[src/rtl/swt_debounce_pkg.sv]
// Shared types and constants for the slide-switch debouncer.
package swt_pkg;

  localparam int unsigned SWT_WIDTH           = 4;
  localparam int unsigned SWT_CNT_MAX_DEFAULT = 1_000_000;
  localparam int unsigned SWT_CNT_MAX_SIM     = 8;

  typedef enum logic {
    STABLE = 1'b0,
    PEND   = 1'b1
  } swt_state_t;

endpackage

[src/rtl/swt_debounce_if.sv]
// Switch bundle between the board pins, the debouncer and the adder operands.
interface swt_debounce_if #(
  parameter int unsigned WIDTH = swt_pkg::SWT_WIDTH
);

  logic [WIDTH-1:0] swt_raw;
  logic [WIDTH-1:0] swt_clean;
  logic [WIDTH-1:0] swt_chg;
  logic             busy;

  modport master (
    output swt_raw,
    input  swt_clean,
    input  swt_chg,
    input  busy
  );

  modport slave (
    input  swt_raw,
    output swt_clean,
    output swt_chg,
    output busy
  );

endinterface

[src/rtl/swt_debounce_bit.sv]
// One switch bit: two-flop synchronizer followed by a stable-time filter.
// Strobe and pending flags are only built with SWT_DEBOUNCE_CHG_EN.
module swt_debounce_bit
  import swt_pkg::*;
#(
  parameter int unsigned CNT_MAX = SWT_CNT_MAX_DEFAULT
) (
  input  logic clk,
  input  logic rst,
  input  logic raw,
  output logic clean,
  output logic chg,
  output logic pend
);

  localparam int unsigned     CNT_W    = $clog2(CNT_MAX);
  localparam logic [CNT_W-1:0] CNT_LAST = CNT_W'(CNT_MAX - 1);

  logic             r_s1;
  logic             r_s2;
  logic             r_clean;
  logic [CNT_W-1:0] r_cnt;
  swt_state_t       r_state;

  logic [CNT_W-1:0] w_cnt_nxt;
  logic             w_clean_nxt;
  swt_state_t       w_state_nxt;

  // Plain two-flop synchronizer on the asynchronous pin.
  always_ff @(posedge clk) begin
    if (rst) begin
      r_s1 <= 1'b0;
      r_s2 <= 1'b0;
    end else begin
      r_s1 <= raw;
      r_s2 <= r_s1;
    end
  end

  always_ff @(posedge clk) begin
    if (rst) begin
      r_state <= STABLE;
      r_cnt   <= '0;
      r_clean <= 1'b0;
    end else begin
      r_state <= w_state_nxt;
      r_cnt   <= w_cnt_nxt;
      r_clean <= w_clean_nxt;
    end
  end

  // Any mismatch-free cycle during PEND is a bounce and abandons the count.
  always_comb begin
    w_state_nxt = r_state;
    w_cnt_nxt   = r_cnt;
    w_clean_nxt = r_clean;
    case (r_state)
      STABLE: begin
        if (r_s2 != r_clean) begin
          w_state_nxt = PEND;
          w_cnt_nxt   = CNT_W'(1);
        end
      end
      PEND: begin
        if (r_s2 == r_clean) begin
          w_state_nxt = STABLE;
          w_cnt_nxt   = '0;
        end else if (r_cnt == CNT_LAST) begin
          w_state_nxt = STABLE;
          w_cnt_nxt   = '0;
          w_clean_nxt = r_s2;
        end else begin
          w_cnt_nxt   = r_cnt + CNT_W'(1);
        end
      end
      default: begin
        w_state_nxt = STABLE;
        w_cnt_nxt   = '0;
      end
    endcase
  end

  assign clean = r_clean;

`ifdef SWT_DEBOUNCE_CHG_EN
  logic r_chg;
  logic r_pend;

  // The clean level only moves on an accepted toggle, so its edge is the strobe.
  always_ff @(posedge clk) begin
    if (rst) begin
      r_chg  <= 1'b0;
      r_pend <= 1'b0;
    end else begin
      r_chg  <= (w_clean_nxt != r_clean);
      r_pend <= (w_cnt_nxt != '0);
    end
  end

  assign chg  = r_chg;
  assign pend = r_pend;
`else
  assign chg  = 1'b0;
  assign pend = 1'b0;
`endif

endmodule

[src/rtl/swt_debounce.sv]
// Debounces WIDTH slide switches for the adder operands.
// Optional change strobe and busy flag: SWT_DEBOUNCE_CHG_EN.
module swt_debounce
  import swt_pkg::*;
#(
  parameter int unsigned WIDTH   = SWT_WIDTH,
  parameter int unsigned CNT_MAX = SWT_CNT_MAX_DEFAULT
) (
  input  logic           clk,
  input  logic           rst,
  swt_debounce_if.slave  bus
);

  logic [WIDTH-1:0] w_pend;

  // Bits are filtered fully independently.
  for (genvar i = 0; i < WIDTH; i++) begin : g_bit
    swt_debounce_bit #(
      .CNT_MAX (CNT_MAX)
    ) u_bit (
      .clk   (clk),
      .rst   (rst),
      .raw   (bus.swt_raw[i]),
      .clean (bus.swt_clean[i]),
      .chg   (bus.swt_chg[i]),
      .pend  (w_pend[i])
    );
  end

  assign bus.busy = |w_pend;

endmodule

[src/flat_wrapper.sv]
// flat-port wrapper written by rule: the top's interface ports become plain ports
module swt_debounce_flat import swt_pkg::*;
#(
  parameter int unsigned WIDTH   = SWT_WIDTH,
  parameter int unsigned CNT_MAX = SWT_CNT_MAX_DEFAULT
)
  (clk, rst, bus_swt_raw, bus_swt_clean, bus_swt_chg, bus_busy);
  swt_debounce_if #(.WIDTH(WIDTH)) bus_i ();
  input  logic clk;
  input  logic rst;
  input wire logic [$bits(bus_i.swt_raw)-1:0] bus_swt_raw;
  output wire logic [$bits(bus_i.swt_clean)-1:0] bus_swt_clean;
  output wire logic [$bits(bus_i.swt_chg)-1:0] bus_swt_chg;
  output wire logic [$bits(bus_i.busy)-1:0] bus_busy;
  assign bus_i.swt_raw = bus_swt_raw;
  assign bus_swt_clean = bus_i.swt_clean;
  assign bus_swt_chg = bus_i.swt_chg;
  assign bus_busy = bus_i.busy;
  swt_debounce #(.WIDTH(WIDTH), .CNT_MAX(CNT_MAX)) u_core (.clk(clk), .rst(rst), .bus(bus_i));
endmodule
[config.mk]
export PLATFORM = sky130hd
export DESIGN_NAME = swt_debounce_flat
export DESIGN_NICKNAME = d
export VERILOG_FILES = /design/src/rtl/swt_debounce_pkg.sv /design/src/rtl/swt_debounce_if.sv /design/src/rtl/swt_debounce_bit.sv /design/src/rtl/swt_debounce.sv /design/src/flat_wrapper.sv
export SDC_FILE = /design/constraint.sdc
export NUM_CORES = 1
export LEC_CHECK = 0
export ABC_AREA = 1
export BUFFER_PORTS_ARGS = -buffer_cell sky130_fd_sc_hd__buf_2
export CORE_ASPECT_RATIO = 0.7
export CORE_MARGIN = 5
export CORE_UTILIZATION = 60
export CTS_CLUSTER_SIZE = 28
export DETAILED_ROUTE_END_ITERATION = 10
export GPL_ROUTABILITY_DRIVEN = 0
export GPL_TIMING_DRIVEN = 1
export PLACE_DENSITY = 0.79
export SLEW_MARGIN = 20
export SYNTH_ARGS = -nofsm -noshare
export SYNTH_HDL_FRONTEND = slang
export SYNTH_SLANG_ARGS = --single-unit
[constraint.sdc]
create_clock -name clk -period 1.96 [get_ports clk]
set_clock_uncertainty 0.1 [all_clocks]
set_input_delay 0.392 -clock clk [delete_from_list [all_inputs] [get_ports clk]]
set_output_delay 0.392 -clock clk [all_outputs]
set_load 0.1 [all_outputs]
==> results of run 1 <==
## registers in the layout (all words and copies together), names as in the netlist
register,flops
u_core.g_bit.u_bit.r_s1,4
u_core.g_bit.u_bit.r_s2,4
u_core.g_bit.u_bit.clean,4
u_core.g_bit.u_bit.r_cnt,80
u_core.g_bit.u_bit.r_state,4
## final timing paths
path,start,to,slack (ns)
worst min register to register,u_core.g_bit[3].u_bit.r_s1$_SDFF_PP0_,u_core.g_bit[3].u_bit.r_s2$_SDFF_PP0_,0.31
worst max register to register,u_core.g_bit[0].u_bit.r_cnt[0]$_SDFFE_PP0P_,u_core.g_bit[0].u_bit.r_cnt[18]$_SDFFE_PP0P_,0.20
worst max-delay path,u_core.g_bit[0].u_bit.r_cnt[0]$_SDFFE_PP0P_,u_core.g_bit[0].u_bit.r_cnt[18]$_SDFFE_PP0P_,0.20
worst min-delay path,bus_swt_raw[3],u_core.g_bit[3].u_bit.r_s1$_SDFF_PP0_,0.15
## worst max-delay path, cell delays in order, from the launching register on
cell	delay, ns
dfxtp_1	0.43
ha_1	0.22
nand2_2	0.11
nor2_1	0.17
nand2_1	0.12
nor2_4	0.15
inv_1	0.05
nor2_1	0.12
o21ai_0	0.10
a21oi_1	0.13
## power groups by stage
| stage | combinational, mW | sequential (mW) | clock [mW] |
|---|---|---|---|
| 6_report | 0.166 | 1.98 | 1.82 |
| 5_1_grt | 0.181 | 1.98 | 1.93 |
| 4_1_cts | 0.167 | 1.98 | 1.85 |
| 3_5_place_dp | 0.166 | 2.02 | 0 |
| 3_3_place_gp | 0.164 | 2.02 | 0 |
| 2_1_floorplan | 0.140 | 2.02 | 0 |
## routing by layer
metal  share of wire (%)  routed length, um  track usage [%]
met4                0.93                116             5.80
met1                  48               6030             30.0
met2                  44               5560             34.6
met5                   0                  0                0
met3                 6.7                836             4.30
## final cells by class
| type | instances | share of cell area, % |
|---|---|---|
| Inverter | 99 | 6.21 |
| Clock inverter | 4 | 0.840 |
| Timing Repair Buffer | 14 | 1.56 |
| Clock buffer | 12 | 4.20 |
| Multi-Input combinational cell | 652 | 53.2 |
| Tap cell | 124 | 2.54 |
| Sequential cell | 96 | 31.5 |
## layout by cell type (no fill, tap or decap), types with 2 or more instances in the layout
master | synthesis | routed
a21oi_1 | 59 | 59
a21oi_2 | 15 | 15
and2_1 | 2 | 2
buf_2 | 6 | 9
buf_4 | 11 | 4
clkbuf_16 | 0 | 9
clkbuf_8 | 0 | 2
conb_1 | 1 | 5
dfxtp_1 | 96 | 96
ha_1 | 4 | 4
inv_1 | 90 | 90
inv_2 | 5 | 5
inv_4 | 3 | 3
nand2_1 | 255 | 255
nand2_2 | 18 | 18
nand2_4 | 2 | 2
nand3_1 | 58 | 58
nand3_2 | 10 | 10
nand3b_1 | 2 | 2
nand4_1 | 22 | 22
nor2_1 | 100 | 100
nor2_2 | 11 | 10
nor2_4 | 6 | 7
nor3_1 | 15 | 15
nor3_4 | 1 | 2
o2111ai_1 | 3 | 3
o21ai_0 | 26 | 26
o21bai_1 | 4 | 4
or2_2 | 4 | 4
xnor2_1 | 6 | 6
xor2_1 | 15 | 15
## metrics by stage
step | util (%) | cell area [um2] | setup slack [ns] | hold slack (ns)
floorplan | - | 5740 | 0.385 | 0.288
global route | 66.5 | 6110 | 0.0136 | 0.170
CTS | 66.4 | 6100 | 0.192 | 0.147
finish | 66.5 | 6110 | 0.202 | 0.154
global placement | 63.1 | 5790 | 0.257 | 0.297
detailed placement | 63.1 | 5790 | 0.197 | 0.300
## cells by family after synthesis
logic type                 count (synthesis)  synth area share (%)
adders and majority gates                  4                 0.874
other                                      1                0.0655
and+or+nand+nor                          512                  40.9
AOI/OAI and AO/OA                        109                  11.0
DFF                                       96                  33.6
buffers and inverters                    129                  10.1
xor gates and xnor gates                  22                  3.50
==> run metrics, run 1 <==
Post-Place Cells a little under 1000; Highest Clock Rate between 500 and 600 MHz; RSZ-0062 raised after global routing false; CTS tree yes; WL/cell about 13 um; Net Switching 0.903 mW; vias per inst ~5.4; CTS Buffer Depth 2; Die H about 92 um; core area between 9000 and 10000 um2; Tcrit/Tclk final between 80% and 90%; initial core utilization 62.4%; standard-cell rows 29; Ys Warns 0; Final TNS setup 0 ns; Total Routed Length 12.5 mm; EDFF count, synth 0; multi-input logic area 3250 um2; crit path DAT 1.94 ns; total power between 3 and 4 mW; Seq/Total Area, Yosys 33.6%; power per standard cell area 649 nW/um2; boundary pin count 15; initial antenna violation count 0; CTS HTree Levels 3; Max-Cap Viols 0; top cells by area, synth dfxtp_1, nand2_1, nor2_1; # clock sinks 96; Synth Cell Area 5720 um2; largest net degree at the start of global routing 70; synth cell count leaders nand2_1, nor2_1, dfxtp_1, inv_1, a21oi_1; setup bufs post-CTS 0; Seq pwr share roughly 50%; Final Critical Period roughly 1.8 ns; Clock power frac ~46%; clock tree root driver cell clkbuf_16; Netlist cell types 42; crit start category flop; first-pass GRT wire length 21.4 mm; Setup violations, final 0; Int Power about 3 mW; Synth Instances between 800 and 900; number of global-route vias before repair 4728; Post-DP HPWL about 8.6 mm; clock slew at reported path FFs approximately 0.070 ns; cells on worst reg2reg path 9; port buffer count 9; worst min path class primary input to flop; top-count cell post-synth nand2_1; clk_lat worst skew around 0.35 ns; die width around 130 um; sw frac ~23%; combinational cell fraction of total power under 10%; top-area cell type share of the netlist area between 30% and 40%; status complete, no violations; layout cells sized above 1 between 10% and 20%; Reg area just under 2000 um2; Mean Syn Cell Area ~6.6 um2; post-CTS resize count 0; CTS Buf Count 9; area leader, netlist dfxtp_1; WS Path Type flop to flop; crit path max fanout 5; fin nets between 800 and 900; fillers between 800 and 900; Diodes inserted 0; Final ANT Viol Nets 0; Vias ~5400; leakage power between 2 and 2.5 nW; Seq cells post-synth 96; Residual DRC 0; hold_buf cts 0; DRT iter0 DRCs 545; Pre-antenna DRT Iters 6; GRT Total Usage a little over a fifth; fin. max-slew vios 0; VDD IR max ~0.57 mV; grt total ovfl 0; Layout area overhead 6.71%; Top FF cell, synth dfxtp_1; Data required, critical path 2.14 ns; final std cells w/o fill ~1000; final-report hold violation count 0; die area approximately 12000 um2; asr flop ratio synth 0%; Critical Path Sink Type flop; hold depth 3
Note: power is estimated with default switching activity, not from simulation.
==> inputs of run 2 (changes only) <==
CORE_UTILIZATION = 63   (was 60)
PLACE_DENSITY = 0.82   (was 0.79)
==> run metrics, run 2 (synthesized netlist as in run 1, its figures left out) <==
fillers 797 (-2.4%); die area 11100 um2 (-4.3%); setup bufs post-CTS 0 (unchanged); Vias 5361 (-0.85%); clk_lat worst skew 0.35 ns (about the same); Post-Place Cells 983 (-0.20%); HP Start bus_swt_raw[2]; Seq pwr share 52.3% (+2.4 points); CP cell instances ha_1, nand2_2, nor3_2, nand3_2, nand2_2, inv_2, o21ai_0, a21oi_1; Pre-antenna DRT Iters 5 (-1); WS Path Type flop to flop; GRT Total Usage 23.2% (+1.5 points); WL/cell 12.6 um (+0.44%); Tcrit/Tclk final 92.5% (+2.8 points); final core utilization 67.4% (+0.89 points); crit start category flop; Final TNS setup 0 ns (unchanged); Slew HR a little under half; Crit-path slowest cell dfxtp_1; core area 8960 um2 (-2.4%); number of global-route vias before repair 4857 (+2.7%); Final Cell Area 6040 um2 (-1.1%); commonest cells after routing, fill and taps aside nand2_1, nor2_1, dfxtp_1; final-report hold violation count 0 (unchanged); Final WS setup 0.147 ns (-0.0552 ns); sw frac 24.4% (+1.6 points); fin. max-slew vios 0 (unchanged); grt total ovfl 0 (unchanged); dpl ws 0.206 ns (+0.00863 ns); Post-DP HPWL 8.76 mm (+1.4%); hold_buf cts 0 (unchanged); max reg flops 80 (unchanged); standard-cell rows 29 (unchanged); Final ANT Viol Nets 0 (unchanged); total power 3.78 mW (-4.7%); crit path max fanout 19 (+14); worst min path class primary input to flop; multi-input logic area 3240 um2 (-0.35%); clock slew at reported path FFs 0.07 ns (about the same); Diodes inserted 0 (unchanged); CTS HTree Levels 3 (unchanged); leakage power 2.23 nW (-1.9%); final hold slack 0.142 ns (-0.0113 ns); clock tree root driver cell clkbuf_16; final std cells w/o fill 998 (-0.30%); Cell Area, Placed 5770 um2 (-0.26%); Net Switching 0.921 mW (+1.9%); power per standard cell area 625 nW/um2 (-3.7%); RSZ-0062 raised after global routing false; Clock power frac 43.4% (-2.5 points); Highest Clock Rate 551 MHz (-3.0%); hold path endpoint u_core.g_bit[2].u_bit.r_s1$_SDFF_PP0_; Total Routed Length 12.6 mm (+0.14%); flop-to-flop setup slack 0.15 ns (-0.06 ns); VDD IR max 0.529 mV (-6.6%); Residual DRC 0 (unchanged); Max stage delay on crit path 0.41 ns (-0.02 ns); initial core utilization 63.9% (+1.5 points); CTS Buffer Depth 2 (unchanged); worst flop-to-flop path startpoint u_core.g_bit[0].u_bit.r_cnt[0]$_SDFFE_PP0P_; Biggest register u_core.g_bit.u_bit.r_cnt; boundary pin count 15 (unchanged); Max-Cap Viols 0 (unchanged); Slew @ Worst Pin 0.809 ns; cells on worst reg2reg path 8 (-1); largest net degree at the start of global routing 70 (unchanged); Layout area overhead 5.57%; Critical Path Sink Type flop; most frequent CP cell nand2_2; Final Critical Period 1.81 ns (+0.0552 ns); layout cells sized above 1 12.2% (-0.19 points); Reg area 1920 um2 (unchanged); Worst R2R End u_core.g_bit[0].u_bit.r_cnt[6]$_SDFFE_PP0P_; combinational cell fraction of total power 4.3% (about the same); post-CTS resize count 0 (unchanged); fin nets 880 (-0.23%); # clock sinks 96 (unchanged); Int Power 2.86 mW (-6.6%); die width 124 um (-2.2%); Setup violations, final 0 (unchanged); crit path DAT 1.93 ns (about the same); CTS Buf Count 9 (unchanged); hold depth 3 (unchanged); commonest non-fill, non-tap cell in the layout nand2_1; first-pass GRT wire length 21.5 mm (+0.42%); status complete, no violations; initial antenna violation count 0 (unchanged); port buffer count 9 (unchanged); Data required, critical path 2.08 ns (-0.06 ns); CTS tree yes; DRT iter0 DRCs 526 (-3.5%); Die H 89.8 um (-2.1%); vias per inst 5.37 (-0.55%)
run 2: critical path, delay by kind of cell, from the launching register on:
| family | cells | cell delay [ns] |
|---|---|---|
| AO/OA/AOI/OAI | 2 | 0.23 |
| adder cells (fa/ha/maj) | 1 | 0.22 |
| flip-flops | 1 | 0.41 |
| buffers and inverters | 1 | 0.14 |
| AND/OR/NAND/NOR | 4 | 0.58 |
run 2: cell type report:
cell class,instances,share of cell area [%]
Timing Repair Buffer,12,1.33
Tap cell,124,2.57
Multi-Input combinational cell,652,53.6
Inverter,99,6.27
Clock buffer,9,3.73
Clock inverter,6,0.725
Sequential cell,96,31.8
run 2: layer usage:
metal  global-route usage, %  up-vias  wire length [um]
met5                       0        -                 0
met4                    6.11        0               140
met3                    5.90       15               745
met2                    35.4      147              5640
met1                    32.5     2438              6030
li1                        -     2761                 -
run 2: how the worst max path moves through the flow:
stage | from | to | cells after the start
6_report | u_core.g_bit[0].u_bit.r_cnt[0]$_SDFFE_PP0P_ | u_core.g_bit[0].u_bit.r_cnt[6]$_SDFFE_PP0P_ | 8
5_1_grt | u_core.g_bit[2].u_bit.r_cnt[0]$_SDFFE_PP0P_ | u_core.g_bit[2].u_bit.r_cnt[18]$_SDFFE_PP0P_ | 8
4_1_cts | u_core.g_bit[0].u_bit.r_cnt[0]$_SDFFE_PP0P_ | u_core.g_bit[0].u_bit.r_cnt[6]$_SDFFE_PP0P_ | 8
3_5_place_dp | u_core.g_bit[0].u_bit.r_cnt[0]$_SDFFE_PP0P_ | u_core.g_bit[0].u_bit.r_cnt[6]$_SDFFE_PP0P_ | 8
3_3_place_gp | u_core.g_bit[2].u_bit.r_cnt[0]$_SDFFE_PP0P_ | u_core.g_bit[2].u_bit.r_cnt[18]$_SDFFE_PP0P_ | 8
2_1_floorplan | u_core.g_bit[1].u_bit.r_cnt[0]$_SDFFE_PP0P_ | u_core.g_bit[1].u_bit.r_cnt[5]$_SDFFE_PP0P_ | 9
run 2: power by group through the flow:
stage,logic (mW),clock network [mW],registers (mW)
finish,0.163,1.64,1.98
global route,0.177,1.77,1.98
CTS,0.163,1.68,1.98
detailed placement,0.163,0,2.02
global placement,0.160,0,2.02
floorplan,0.140,0,2.02
